[src/rtl/button_conditioner.sv]
// Push-button input stage: per channel a 2-flop synchroniser, a debounce FSM
// with qualification counter, and registered level / press / release outputs.
module button_conditioner #(
   parameter int N_BTN           = 3,
   parameter int DEBOUNCE_CYCLES = 10000,
   parameter int CNT_W           = 14
) (
   input  logic             clk,
   input  logic             res,
   input  logic [N_BTN-1:0] btn_in,
   output logic [N_BTN-1:0] btn_level,
   output logic [N_BTN-1:0] btn_press,
   output logic [N_BTN-1:0] btn_release
);

   localparam logic [CNT_W-1:0] CNT_LAST = CNT_W'(DEBOUNCE_CYCLES - 1);
   localparam logic [CNT_W-1:0] CNT_ONE  = CNT_W'(1);

   typedef enum logic [1:0] {
      STABLE_LO = 2'd0,
      CHECK_HI  = 2'd1,
      STABLE_HI = 2'd2,
      CHECK_LO  = 2'd3
   } state_t;

   // The counter must hold DEBOUNCE_CYCLES-1 without wrapping.
   if (DEBOUNCE_CYCLES < 2 || DEBOUNCE_CYCLES > (2 ** CNT_W) - 1) begin : g_bad_cfg
      $error("button_conditioner: DEBOUNCE_CYCLES out of range for CNT_W");
   end

   for (genvar i = 0; i < N_BTN; i++) begin : g_ch
      logic             s1_q, s1_d;
      logic             s2_q, s2_d;
      state_t           state_q, state_d;
      logic [CNT_W-1:0] cnt_q, cnt_d;
      logic             level_q, level_d;
      logic             press_q, press_d;
      logic             release_q, release_d;

      always_comb begin
         s1_d = btn_in[i];
         s2_d = s1_q;
      end

      // Any sample matching the current stable level drops back to STABLE_*,
      // so a bounce restarts qualification with no partial credit.
      always_comb begin
         state_d   = state_q;
         cnt_d     = cnt_q;
         level_d   = level_q;
         press_d   = 1'b0;
         release_d = 1'b0;
         case (state_q)
            STABLE_LO: begin
               if (s2_q) begin
                  state_d = CHECK_HI;
                  cnt_d   = CNT_ONE;
               end else begin
                  cnt_d = '0;
               end
            end
            CHECK_HI: begin
               if (!s2_q) begin
                  state_d = STABLE_LO;
                  cnt_d   = '0;
               end else if (cnt_q == CNT_LAST) begin
                  state_d = STABLE_HI;
                  level_d = 1'b1;
                  press_d = 1'b1;
                  cnt_d   = '0;
               end else begin
                  cnt_d = cnt_q + CNT_ONE;
               end
            end
            STABLE_HI: begin
               if (!s2_q) begin
                  state_d = CHECK_LO;
                  cnt_d   = CNT_ONE;
               end else begin
                  cnt_d = '0;
               end
            end
            CHECK_LO: begin
               if (s2_q) begin
                  state_d = STABLE_HI;
                  cnt_d   = '0;
               end else if (cnt_q == CNT_LAST) begin
                  state_d   = STABLE_LO;
                  level_d   = 1'b0;
                  release_d = 1'b1;
                  cnt_d     = '0;
               end else begin
                  cnt_d = cnt_q + CNT_ONE;
               end
            end
            default: begin
               state_d = STABLE_LO;
               cnt_d   = '0;
            end
         endcase
      end

      always_ff @(posedge clk or negedge res) begin
         if (!res) begin
            s1_q      <= 1'b0;
            s2_q      <= 1'b0;
            state_q   <= STABLE_LO;
            cnt_q     <= '0;
            level_q   <= 1'b0;
            press_q   <= 1'b0;
            release_q <= 1'b0;
         end else begin
            s1_q      <= s1_d;
            s2_q      <= s2_d;
            state_q   <= state_d;
            cnt_q     <= cnt_d;
            level_q   <= level_d;
            press_q   <= press_d;
            release_q <= release_d;
         end
      end

      assign btn_level[i]   = level_q;
      assign btn_press[i]   = press_q;
      assign btn_release[i] = release_q;
   end

endmodule
[config.mk]
export PLATFORM = sky130hd
export DESIGN_NAME = button_conditioner
export DESIGN_NICKNAME = d
export VERILOG_FILES = /design/src/rtl/button_conditioner.sv
export SDC_FILE = /design/constraint.sdc
export NUM_CORES = 1
export LEC_CHECK = 0
export BUFFER_PORTS_ARGS = -buffer_cell sky130_fd_sc_hd__buf_2
export CORE_ASPECT_RATIO = 2
export CORE_MARGIN = 1
export CORE_UTILIZATION = 35
export CTS_CLUSTER_SIZE = 25
export DETAILED_ROUTE_END_ITERATION = 16
export GPL_TIMING_DRIVEN = 0
export PLACE_DENSITY = 0.54
export SKIP_CTS_REPAIR_TIMING = 1
export SYNTH_ARGS = -nofsm -noshare
export SYNTH_HDL_FRONTEND = slang
export SYNTH_SLANG_ARGS = --single-unit
[constraint.sdc]
create_clock -name clk -period 2.1 [get_ports clk]
set_clock_uncertainty 0.15 [all_clocks]
set_input_delay 0.21 -clock clk [delete_from_list [all_inputs] [get_ports clk]]
set_output_delay 0.21 -clock clk [all_outputs]
set_load 0.05 [all_outputs]
==> metrics.txt <==
DR vias/cell=4.94; post-route antenna net violation count=0; RSZ-0062 raised after global routing=true; Synth top area share=~54%; Clk Tree Root Cell=clkbuf_16; Clock Sink Count=63; Yosys cell types=34; GP Congestion=0.758; Die X=66.4 µm; Max FO, Critical Path=10; Reg2Reg Depth=5; total track usage=approximately 15%; FMAX=459 MHz; WL final=roughly 5.7 mm; Synth area leaders=dfrtp_1, xnor2_1, nor2_1; wire length per cell=13.5 µm; DR pass1 iterations=4; CP bufs+invs=1; sequential-to-total area share from yosys stat=about 54%; r2r setup slk=-0.08 ns; worst rel slew slack=46.3%; Synth async-reset ratio=100%; syn avg cell area=roughly 10 µm²; Mapped Cells=approximately 280; fin util=46.0%; Port Buffers=13; cell taking the most area after synthesis=dfrtp_1; critical path, cell by cell=or4b_4 -> or4_4 -> o311ai_4 -> buf_6 -> nor2_1; failing checks=negative setup slack; Least-Margin Pin Slew=roughly 0.81 ns; hold path depth=0; CTS HTree Levels=3; Final min period=about 2.2 ns; die area=just under 9000 µm²; WP data arrival=~2.2 ns; total core area=8000 µm²; Final Hold Fails=0; Leakage=about 1.5 nW; critical path's slowest cell=or4b_4; GRT met1 Usage=between 15 and 20%; clock-pin slew on the worst setup and hold paths=0.05 ns; GRT overflow=0; NumNets Final=329; share of cells above drive strength 1=28.5%; Ports=14; setup violators final=18; Worst Setup Path Type=reg2reg; maximum vdd drop=0.384 mV; Yosys reg bits=63; P&R area growth vs syn=26.7%; worst hold slack=0.201 ns; via count=2085; Detailed Place HPWL=3.77 mm; endpoint type of the worst setup path=flop; met3 usage=4.95%; first-pass GRT wire length=9.55 mm; Initial Util=36.3%; CTS tree=done; type of the worst min-delay path=reg2reg; reg2reg end=g_ch[1].cnt_q[13]; M2 GR Usage=25.9%; crit share post-route=104%; cell family with most CP delay=simple AND/OR/NAND/NOR gates; synth warn=0; clk buf depth=2; GR peak layer=met2; Hold Crit Start=g_ch[0].s1_q; synthesized cell area=a little under 3000 µm²; CTS buffer count=9; initial DRC count=71; Die H=131 µm; Worst Path Required=2.16 ns; ANT cells=0; number of max-cap violations=0; setup slack after layout=-0.0801 ns; vias in the first global route=2047; Post-synth top cells=dfrtp_1, nor2_1, xnor2_1; Slew Limit Fails=0; Reg2Reg Launch Point=g_ch[1].cnt_q[5]; largest net degree at the start of global routing=64; outcome=complete, but fails checks; Hold Path Sink=g_ch[0].s2_q; startpoint types=flop; crit-path max cell delay=0.53 ns; initial antenna violation count=0; power per cell area=762 nW/µm²; ys flop type=dfrtp_1; number of synthesized flops with an enable pin=0; residual DRC count=0; count leader, synth=dfrtp_1; Mapped Nets=roughly 290; clk_lat worst skew=0.32 ns; # rows=46
## power breakdown
group / switching (mW) / total [mW] / internal, mW / leakage [nW]
combinational: 0.0593 / 0.0970 / 0.0378 / 0.549
sequential: 0.0210 / 1.25 / 1.23 / 0.844
clock: 0.505 / 1.45 / 0.944 / 0.146
total: 0.585 / 2.80 / 2.22 / 1.54
## layout make-up
cell class	count	area, µm²
well taps	96	120
clock inverters	4	45.0
inverters	14	52.6
repair buffers	33	235
clock buffers	12	246
fillers	755	4320
plain buffers	13	109
multi-input cells	187	1290
flip-flops and latches	63	1580
## logic make-up after synthesis
family / synth area share [%]
adder cells (fa/ha/maj): 1.29
multiplexers: 0.388
buffers and inverters: 4.96
AO/OA/AOI/OAI: 4.27
AND/OR/NAND/NOR: 23.0
XOR/XNOR: 11.8
flip-flops: 54.3
## layer usage
layer	vias up	wire length, µm
li1	1027	-
met1	1024	2240
met2	22	3200
met5	-	0
met3	12	136
met4	0	144
## cells in the final DEF (no fill, tap or decap), drive strengths merged, types with 5 or more instances in the layout
cell type,count
or4b,5
buf,41
nor3,17
clkbuf,13
nor2,44
or4,5
inv,14
nand3,11
xnor2,30
nand2,16
nor4,9
nand4,12
xor2,9
dfrtp,63
## how the worst max path moves through the flow
stage,start,end,depth (start not counted)
after CTS,g_ch[1].cnt_q[0],g_ch[1].cnt_q[13],6
final,g_ch[1].cnt_q[5],g_ch[1].cnt_q[13],5
after global placement,g_ch[1].cnt_q[0],g_ch[1].cnt_q[7],6
after detailed placement,g_ch[1].cnt_q[0],g_ch[1].cnt_q[13],6
after floorplan,g_ch[1].cnt_q[5],g_ch[1].cnt_q[13],5
after global routing,g_ch[1].cnt_q[5],g_ch[1].cnt_q[13],5
## through the flow
step | instances | power [mW] | setup WS, ns | instance area (µm²) | TNS [ns]
finish | 422 | 2.80 | -0.0801 | 3680 | -0.970
floorplan | 277 | 1.31 | -0.0618 | 2900 | -0.613
global placement | 386 | 1.35 | -0.247 | 3090 | -6.32
detailed placement | 386 | 1.36 | -0.267 | 3090 | -7.06
CTS | 402 | 2.82 | -0.278 | 3380 | -7.45
global route | 422 | 2.93 | -0.154 | 3680 | -2.42
## registers in the layout, indices dropped and copies added, names as in the netlist, named ones only
| register | cells |
|---|---|
| g_ch.state_q | 3 |
| g_ch.cnt_q | 42 |
| g_ch.s1_q | 3 |
| g_ch.s2_q | 3 |
| g_ch.level_q | 3 |
| g_ch.release_q | 3 |
| g_ch.press_q | 3 |
## worst reg2reg max path, cell delays in order, from the launching register on
cell and delay [ns]:
dfrtp_2 0.43, or4b_4 0.53, or4_4 0.44, o311ai_4 0.28, buf_6 0.19, nor2_1 0.05
Note: power is estimated with default switching activity, not from simulation.
